File: config.mk
export PLATFORM = sky130hd
export DESIGN_NAME = i2s_tx
export DESIGN_NICKNAME = d
export VERILOG_FILES = /design/src/rtl/audio_pkg.sv /design/src/rtl/i2s_tx_chk.sv /design/src/rtl/sat_narrow.sv /design/src/rtl/i2s_tx.sv
export SDC_FILE = /design/constraint.sdc
export NUM_CORES = 1
export LEC_CHECK = 0
export CAP_MARGIN = 10
export CORE_UTILIZATION = 45
export CTS_CLUSTER_DIAMETER = 200
export DETAILED_ROUTE_END_ITERATION = 16
export GPL_ROUTABILITY_DRIVEN = 0
export PLACE_DENSITY = 0.68
export SYNTH_ARGS = -nofsm -noshare
export SYNTH_HDL_FRONTEND = slang
export SYNTH_SLANG_ARGS = --single-unit
File: constraint.sdc
create_clock -name clk -period 5 [get_ports clk]
set_input_delay 1.5 -clock clk [delete_from_list [all_inputs] [get_ports clk]]
set_output_delay 1.5 -clock clk [all_outputs]
set_load 0.01 [all_outputs]
File: src/rtl/audio_pkg.sv
// -----------------------------------------------------------------------------
// audio_pkg
// Shared definitions for the codec audio link of the guitar effect chain:
// default sample/slot widths, the DAC sample type and the I2S transmitter
// state encoding.
// -----------------------------------------------------------------------------
package audio_pkg;

    // Width of the signed samples produced by the last effect stage.
    localparam int AUDIO_IN_W      = 32;
    // Width of the signed word sent to the DAC.
    localparam int AUDIO_SAMPLE_W  = 24;
    // BCLK periods per channel slot.
    localparam int AUDIO_SLOT_W    = 32;
    // System clock cycles per BCLK half-period.
    localparam int AUDIO_BCLK_DIV  = 4;

    typedef logic signed [AUDIO_SAMPLE_W-1:0] sample_t;

    typedef enum logic [0:0] {
        IDLE = 1'b0,
        RUN  = 1'b1
    } tx_state_t;

endpackage

File: src/rtl/i2s_tx_chk.sv
// -----------------------------------------------------------------------------
// i2s_tx_chk
// Property checker for i2s_tx. The holding buffer only advertises s_ready while
// empty, so an input handshake can never coincide with a frame load consuming
// the buffer.
//
// Ports:
//   clk, rst  - system clock and synchronous active-high reset
//   handshake - s_valid && s_ready in the transmitter
//   consume   - frame load taking the holding buffer contents
// -----------------------------------------------------------------------------
module i2s_tx_chk (
    input logic clk,
    input logic rst,
    input logic handshake,
    input logic consume
);

    // A new sample must never be accepted on the clk that empties the buffer.
    a_no_hs_on_consume: assert property (
        @(posedge clk) disable iff (rst) !(handshake && consume)
    );

endmodule

File: src/rtl/sat_narrow.sv
// -----------------------------------------------------------------------------
// sat_narrow
// Combinational signed saturator from IN_W to SAMPLE_W bits. Values above the
// narrow maximum clamp to max, values below the narrow minimum clamp to min,
// everything else passes through as its low SAMPLE_W bits.
//
// Ports:
//   din  - signed input sample, IN_W bits
//   dout - saturated signed sample, SAMPLE_W bits
// -----------------------------------------------------------------------------
module sat_narrow
    import audio_pkg::*;
#(
    parameter int IN_W     = AUDIO_IN_W,
    parameter int SAMPLE_W = AUDIO_SAMPLE_W
) (
    input  logic signed [IN_W-1:0]     din,
    output logic signed [SAMPLE_W-1:0] dout
);

    // Bits that must all equal the sign for the value to fit in SAMPLE_W.
    localparam int EXT_W = IN_W - SAMPLE_W + 1;

    localparam logic [SAMPLE_W-1:0] SAT_MAX = {1'b0, {(SAMPLE_W-1){1'b1}}};
    localparam logic [SAMPLE_W-1:0] SAT_MIN = {1'b1, {(SAMPLE_W-1){1'b0}}};

    logic [EXT_W-1:0] top_s;

    assign top_s = din[IN_W-1:SAMPLE_W-1];

    // Pass through when the upper bits are pure sign extension, else clamp by sign.
    always_comb begin
        if ((top_s == {EXT_W{1'b0}}) || (top_s == {EXT_W{1'b1}})) begin
            dout = din[SAMPLE_W-1:0];
        end else if (din[IN_W-1]) begin
            dout = SAT_MIN;
        end else begin
            dout = SAT_MAX;
        end
    end

endmodule

File: src/rtl/i2s_tx.sv
// -----------------------------------------------------------------------------
// i2s_tx
// Philips I2S transmitter for the output side of the guitar effect chain.
// Accepts a stereo pair of signed IN_W samples, saturates each to SAMPLE_W
// bits into a one-entry holding buffer and shifts frames out MSB first with a
// one-bit delay after every LRCLK edge and zero padding to SLOT_W bits.
// BCLK is derived from clk by dividing by 2*BCLK_DIV.
//
// Ports:
//   clk, rst              - system clock, synchronous active-high reset
//   en                    - transmit enable; deassertion stops at frame end
//   s_valid/s_ready       - input handshake for one stereo pair
//   s_left/s_right        - signed input samples
//   i2s_bclk/i2s_lrclk    - bit clock and word select (0 = left)
//   i2s_sdata             - serial data, MSB first
//   frame_start           - one-clk pulse per frame loaded into the shifter
//   underrun              - one-clk pulse when a frame had to repeat the last pair
// -----------------------------------------------------------------------------
module i2s_tx
    import audio_pkg::*;
#(
    parameter int IN_W     = AUDIO_IN_W,
    parameter int SAMPLE_W = AUDIO_SAMPLE_W,
    parameter int SLOT_W   = AUDIO_SLOT_W,
    parameter int BCLK_DIV = AUDIO_BCLK_DIV
) (
    input  logic                   clk,
    input  logic                   rst,
    input  logic                   en,
    input  logic                   s_valid,
    output logic                   s_ready,
    input  logic signed [IN_W-1:0] s_left,
    input  logic signed [IN_W-1:0] s_right,
    output logic                   i2s_bclk,
    output logic                   i2s_lrclk,
    output logic                   i2s_sdata,
    output logic                   frame_start,
    output logic                   underrun
);

    localparam int BIT_W = $clog2(2 * SLOT_W);
    localparam int DIV_W = (BCLK_DIV > 1) ? $clog2(BCLK_DIV) : 1;

    localparam logic [BIT_W-1:0] BIT_LAST     = BIT_W'(2 * SLOT_W - 1);
    localparam logic [BIT_W-1:0] BIT_RIGHT0   = BIT_W'(SLOT_W);
    localparam logic [DIV_W-1:0] DIV_LAST     = DIV_W'(BCLK_DIV - 1);
    localparam logic [DIV_W-1:0] DIV_ZERO     = {DIV_W{1'b0}};
    localparam logic [BIT_W-1:0] BIT_ZERO     = {BIT_W{1'b0}};
    localparam logic [SAMPLE_W-1:0] WORD_ZERO = {SAMPLE_W{1'b0}};

    // Serial bit for frame position bit_idx: slot bit b carries word[SAMPLE_W-b]
    // for 1 <= b <= SAMPLE_W; b = 0 is the I2S delay bit and the tail is padding.
    function automatic logic slot_bit(
        input logic [BIT_W-1:0]    bit_idx,
        input logic [SAMPLE_W-1:0] word_l,
        input logic [SAMPLE_W-1:0] word_r
    );
        logic [SAMPLE_W-1:0] word_v;
        logic [SAMPLE_W-1:0] shifted_v;
        int                  b_v;
        if (bit_idx >= BIT_RIGHT0) begin
            word_v = word_r;
            b_v    = int'(bit_idx) - SLOT_W;
        end else begin
            word_v = word_l;
            b_v    = int'(bit_idx);
        end
        if ((b_v >= 1) && (b_v <= SAMPLE_W)) begin
            shifted_v = word_v << (b_v - 1);
            return shifted_v[SAMPLE_W-1];
        end else begin
            return 1'b0;
        end
    endfunction

    tx_state_t           state_q, state_d;
    logic [DIV_W-1:0]    div_q, div_d;
    logic [BIT_W-1:0]    bit_q, bit_d;
    logic                bclk_q, bclk_d;
    logic                lrclk_q, lrclk_d;
    logic                sdata_q, sdata_d;
    logic                frame_start_q, frame_start_d;
    logic                underrun_q, underrun_d;
    logic                s_ready_q, s_ready_d;
    logic                buf_full_q, buf_full_d;
    logic [SAMPLE_W-1:0] buf_l_q, buf_l_d;
    logic [SAMPLE_W-1:0] buf_r_q, buf_r_d;
    logic [SAMPLE_W-1:0] word_l_q, word_l_d;
    logic [SAMPLE_W-1:0] word_r_q, word_r_d;
    logic [SAMPLE_W-1:0] last_l_q, last_l_d;
    logic [SAMPLE_W-1:0] last_r_q, last_r_d;

    logic signed [SAMPLE_W-1:0] sat_l_s;
    logic signed [SAMPLE_W-1:0] sat_r_s;
    logic                       hs_s;
    logic                       consume_s;
    logic [BIT_W-1:0]           bit_inc_s;

    sat_narrow #(
        .IN_W     (IN_W),
        .SAMPLE_W (SAMPLE_W)
    ) u_sat_l (
        .din  (s_left),
        .dout (sat_l_s)
    );

    sat_narrow #(
        .IN_W     (IN_W),
        .SAMPLE_W (SAMPLE_W)
    ) u_sat_r (
        .din  (s_right),
        .dout (sat_r_s)
    );

    assign hs_s = s_valid && s_ready_q;

    // Holding buffer: store saturated pair on handshake, free it on frame load.
    // s_ready drops with the handshake and only returns one clk after the
    // buffer has been emptied, so it is never high while the buffer is full.
    always_comb begin
        buf_full_d = buf_full_q;
        buf_l_d    = buf_l_q;
        buf_r_d    = buf_r_q;
        if (hs_s) begin
            buf_full_d = 1'b1;
            buf_l_d    = sat_l_s;
            buf_r_d    = sat_r_s;
        end else if (consume_s) begin
            buf_full_d = 1'b0;
        end else begin
            buf_full_d = buf_full_q;
        end
        s_ready_d = ~buf_full_q & ~hs_s;
    end

    // Serializer FSM: BCLK divider, frame bit counter and frame loading.
    // Every output update happens on the fall event (BCLK 1->0). In IDLE the
    // bit counter is parked at the last frame bit so the first fall event in
    // RUN wraps it and loads a frame.
    always_comb begin
        state_d       = state_q;
        div_d         = div_q;
        bit_d         = bit_q;
        bclk_d        = bclk_q;
        lrclk_d       = lrclk_q;
        sdata_d       = sdata_q;
        word_l_d      = word_l_q;
        word_r_d      = word_r_q;
        last_l_d      = last_l_q;
        last_r_d      = last_r_q;
        frame_start_d = 1'b0;
        underrun_d    = 1'b0;
        consume_s     = 1'b0;
        bit_inc_s     = bit_q + BIT_W'(1);
        case (state_q)
            IDLE: begin
                div_d   = DIV_ZERO;
                bit_d   = BIT_LAST;
                bclk_d  = 1'b0;
                lrclk_d = 1'b0;
                sdata_d = 1'b0;
                if (en && buf_full_q) begin
                    state_d = RUN;
                end else begin
                    state_d = IDLE;
                end
            end
            RUN: begin
                if (div_q == DIV_LAST) begin
                    div_d  = DIV_ZERO;
                    bclk_d = ~bclk_q;
                    if (bclk_q) begin
                        if (bit_q == BIT_LAST) begin
                            if (en) begin
                                bit_d         = BIT_ZERO;
                                lrclk_d       = 1'b0;
                                sdata_d       = 1'b0;
                                frame_start_d = 1'b1;
                                if (buf_full_q) begin
                                    word_l_d  = buf_l_q;
                                    word_r_d  = buf_r_q;
                                    last_l_d  = buf_l_q;
                                    last_r_d  = buf_r_q;
                                    consume_s = 1'b1;
                                end else begin
                                    word_l_d   = last_l_q;
                                    word_r_d   = last_r_q;
                                    underrun_d = 1'b1;
                                end
                            end else begin
                                state_d = IDLE;
                                bit_d   = BIT_LAST;
                                bclk_d  = 1'b0;
                                lrclk_d = 1'b0;
                                sdata_d = 1'b0;
                            end
                        end else begin
                            bit_d   = bit_inc_s;
                            lrclk_d = (bit_inc_s >= BIT_RIGHT0);
                            sdata_d = slot_bit(bit_inc_s, word_l_q, word_r_q);
                        end
                    end else begin
                        bit_d = bit_q;
                    end
                end else begin
                    div_d = div_q + DIV_W'(1);
                end
            end
            default: begin
                state_d = IDLE;
            end
        endcase
    end

    // State register with synchronous reset for FSM, buffer and outputs.
    always_ff @(posedge clk) begin
        if (rst) begin
            state_q       <= IDLE;
            div_q         <= DIV_ZERO;
            bit_q         <= BIT_ZERO;
            bclk_q        <= 1'b0;
            lrclk_q       <= 1'b0;
            sdata_q       <= 1'b0;
            frame_start_q <= 1'b0;
            underrun_q    <= 1'b0;
            s_ready_q     <= 1'b1;
            buf_full_q    <= 1'b0;
            buf_l_q       <= WORD_ZERO;
            buf_r_q       <= WORD_ZERO;
            word_l_q      <= WORD_ZERO;
            word_r_q      <= WORD_ZERO;
            last_l_q      <= WORD_ZERO;
            last_r_q      <= WORD_ZERO;
        end else begin
            state_q       <= state_d;
            div_q         <= div_d;
            bit_q         <= bit_d;
            bclk_q        <= bclk_d;
            lrclk_q       <= lrclk_d;
            sdata_q       <= sdata_d;
            frame_start_q <= frame_start_d;
            underrun_q    <= underrun_d;
            s_ready_q     <= s_ready_d;
            buf_full_q    <= buf_full_d;
            buf_l_q       <= buf_l_d;
            buf_r_q       <= buf_r_d;
            word_l_q      <= word_l_d;
            word_r_q      <= word_r_d;
            last_l_q      <= last_l_d;
            last_r_q      <= last_r_d;
        end
    end

    assign i2s_bclk    = bclk_q;
    assign i2s_lrclk   = lrclk_q;
    assign i2s_sdata   = sdata_q;
    assign frame_start = frame_start_q;
    assign underrun    = underrun_q;
    assign s_ready     = s_ready_q;

    i2s_tx_chk u_chk (
        .clk       (clk),
        .rst       (rst),
        .handshake (hs_s),
        .consume   (consume_s)
    );

endmodule

==> run summary <==
The share of the clock period used by the worst path after layout came out at 66.8%. The detailed router placed 4,775 vias in this run. Total global routing track utilization: 22.1%.

Clock tree root driver cell: sky130_fd_sc_hd__clkbuf_16. The wire-length estimate of the detail-placed layout is 8900 um. Setup repair after global routing left no endpoint under its margin. For this design, the sink count on the clock tree is 112. The maximum buffer depth of the clock tree was 2. The tools report the number of hold-slack violations in the final timing report as 0.

The class of the most critical hold timing path was reg2reg. The post-detailed-route wirelength per cell was 14.6 um. The worst-case IR drop observed on VDD is 0.152 mV.

Compared with the post-synthesis result, the final layout area differs by 22.1%. The netlist uses 56 different library cells. The fraction of layout instances using a drive strength above 1 was 5.67%. In this run the worst path has a maximum fanout of 13.

The post-route total power is 1.98 mW. The tools report the number of fill cells as 1,031. After synthesis, the mean cell area works out to 7.81 sq um. Hold repair after CTS inserted 0 buffers.

The final routed DRC violation total was 0; the overall overflow remaining after global route was 0. At the later pin of the worst-skew pair, clock insertion delay measures 0.34 ns. The largest stage delay on the critical path came out at 0.63 ns.

The fmax came out at 0.299 GHz. The critical path is of the reg2reg type. The number of clock buffers added by TritonCTS is 9. The logs give 44.0% for the sequential fraction of the synthesis area and 46.6% for the initial core utilization.

The floorplan step set the die width to 108 um. The final total negative setup slack was 0 ns; the number of instances in the synthesized netlist was 653. The number of warnings printed during yosys synthesis is 0.

Row generation in the floorplan step produced 38 rows. For the number of levels the H-tree was split into, the log shows 3. After clock tree synthesis, the setup repair step added 0 buffers. Final number of max-transition violations: 0. The library cell used most frequently in the layout, excluding fill and tap cells, is sky130_fd_sc_hd__nand2_1. The run gives 1 as the number of antenna violations at the first check in global routing. For this run, the post-layout net count is 780.

At the worst endpoint, the arrival time is 3.62 ns. In this run the vertical extent of the chip is 108 um. For the pin count of the biggest net entering global routing, the log shows 65.

For this block, the routed nets add up to 12,300 um of wire. 0 antenna diodes ended up in the layout. The largest clock skew in the final design came out at 0.00765 ns. Synthesis inferred 112 register bits.

The clock-pin slew of the registers on the worst-case setup and hold paths was 0.07 ns; the number of iterations in the first detailed-routing pass was 5. The detailed router finished its first iteration with 305 violations. Walking the worst path, the cells encountered are ha_1 > and2_1 > a21oi_1 > o32ai_1 > nand2_1 > ha_1 > or4b_2 > nor3_1 > nand4_1 > a21oi_1 > nand3_1 > a221o_1 > o21ai_1.

The run gives 20,500 um as the wire length of the first global-routing pass. The area of the mapped netlist was 5100 sq um. Max-capacitance violation count: 0. Slew of the pin with the lowest slew margin: 0.994 ns. The run finished with clean final reports. Number of setup violations in the final report: 0. Cell with the biggest individual delay on the critical path: sky130_fd_sc_hd__or4b_2. TritonCTS built the clock tree. The cell count of the worst hold path came out at 1. Proportion of synthesized flip-flops having asynchronous set or reset: 0%. The core outline area was 10,900 sq um; the required time of the worst setup path was 5.28 ns. The run gives 74 as the boundary pin count. The worst setup path is captured at a flip-flop. Leaving out fill and tap cells, the most frequent cells in the layout are 129 x sky130_fd_sc_hd__nand2_1, 112 x sky130_fd_sc_hd__dfxtp_1, 89 x sky130_fd_sc_hd__a21oi_1.

The post-detailed-route via-to-cell ratio came out at 5.65. Among all flip-flop cells after synthesis, the most frequent one is sky130_fd_sc_hd__dfxtp_1. In this run the remaining antenna-violating nets after routing total 0. The post-cts sizing count is 0, and the total leakage power is 2.14 nW.

The synthesized design contains 0 enable-type register cells. STA classifies the critical path startpoint as a flip-flop. The die area is 11,800 sq um, and the ratio of total power to cell area is 318 nW/um^2.

Port buffering added 73 buffers. The number of global-route vias before repair came out at 4,414. For the worst flop-to-flop path, the logic depth is 13.

For the finished layout, the period the worst path requires is 3.34 ns. Headroom to the max-slew limit came out at 33.7%.
## layer usage
layer	GRT usage [%]	part of all wire [%]
met1	28.5	46
met2	35.2	45
met3	3.86	4.9
met4	11.4	3.7
met5	0	0
## worst max-delay path: cells and delay by family, from the launching register on
kind	cells	cell delay [ns]
AO/OA/AOI/OAI	5	0.82
flip-flops	1	0.44
adder cells (fa/ha/maj)	2	0.57
AND/OR/NAND/NOR	6	1.44
## report_power, final
group	switching (mW)	total (mW)	internal [mW]
registers	0.0384	0.970	0.931
logic	0.119	0.232	0.114
clock network	0.323	0.778	0.455
total	0.480	1.98	1.50
## cells in the mapped netlist (5+ instances only)
cell,count,area [sq um]
sky130_fd_sc_hd__nand3_1,6,30.0
sky130_fd_sc_hd__nand2_1,129,484
sky130_fd_sc_hd__nand4_1,9,56.3
sky130_fd_sc_hd__mux2i_1,6,60.1
sky130_fd_sc_hd__dfxtp_1,112,2240
sky130_fd_sc_hd__a21oi_1,89,445
sky130_fd_sc_hd__clkbuf_1,47,176
sky130_fd_sc_hd__and2_1,5,31.3
sky130_fd_sc_hd__nor2_1,65,244
sky130_fd_sc_hd__o21ai_0,32,160
sky130_fd_sc_hd__a311oi_1,24,210
sky130_fd_sc_hd__inv_1,6,22.5
sky130_fd_sc_hd__ha_1,12,150
sky130_fd_sc_hd__buf_2,6,30.0
sky130_fd_sc_hd__nor3_1,33,165
## flip-flops by register name (all words and copies together), names as in the netlist
name         flops
bit_q            6
buf_r_q         24
i2s_bclk         1
s_ready          1
frame_start      1
buf_l_q         24
i2s_lrclk        1
underrun         1
last_l_q        24
buf_full_q       1
i2s_sdata        1
div_q            2
state_q          1
last_r_q        24
## through the flow
stage	utilization, %	instance area [sq um]	hold slack, ns	worst slack, ns	std cells
2_1_floorplan	-	5130	0.408	1.82	661
3_3_place_gp	53.9	5900	0.418	1.59	829
3_5_place_dp	53.9	5900	0.430	1.53	829
4_1_cts	57.0	6230	0.439	1.69	845
5_1_grt	57.0	6230	0.463	1.36	845
6_report	57.0	6230	0.435	1.66	845
## cell families (layout without fill, tap and decap cells)
family	count (synthesis)	in the layout	share of synthesized area (%)
compound gates	181	181	21.6
xor+xnor	5	5	0.858
fa+ha+maj	12	12	2.94
buf+inv	60	104	4.56
flops	112	112	44.0
mux	10	10	2.50
other cells	1	9	0.0735
simple gates	272	272	23.5
## path summary, 6_finish.rpt
kind                            slack (ns)      from   endpoint
worst max-delay path                  1.66  bit_q[0]  i2s_sdata
worst max register to register        1.66  bit_q[0]  i2s_sdata
worst min-delay path                  0.43  div_q[0]   div_q[0]
worst min register to register        0.43  div_q[0]   div_q[0]
## area by class of cell
class                   instances  area (sq um)  share of cell area [%]
multi-input cells             489          2670                    42.8
flip-flops and latches        112          2240                    36.0
repair buffers                 82           793                    12.7
clock buffers                  10           239                    3.84
well taps                     140           175                    2.81
clock inverters                 6          90.1                    1.45
inverters                       6          22.5                   0.362
(Power assumes the default switching activity.)
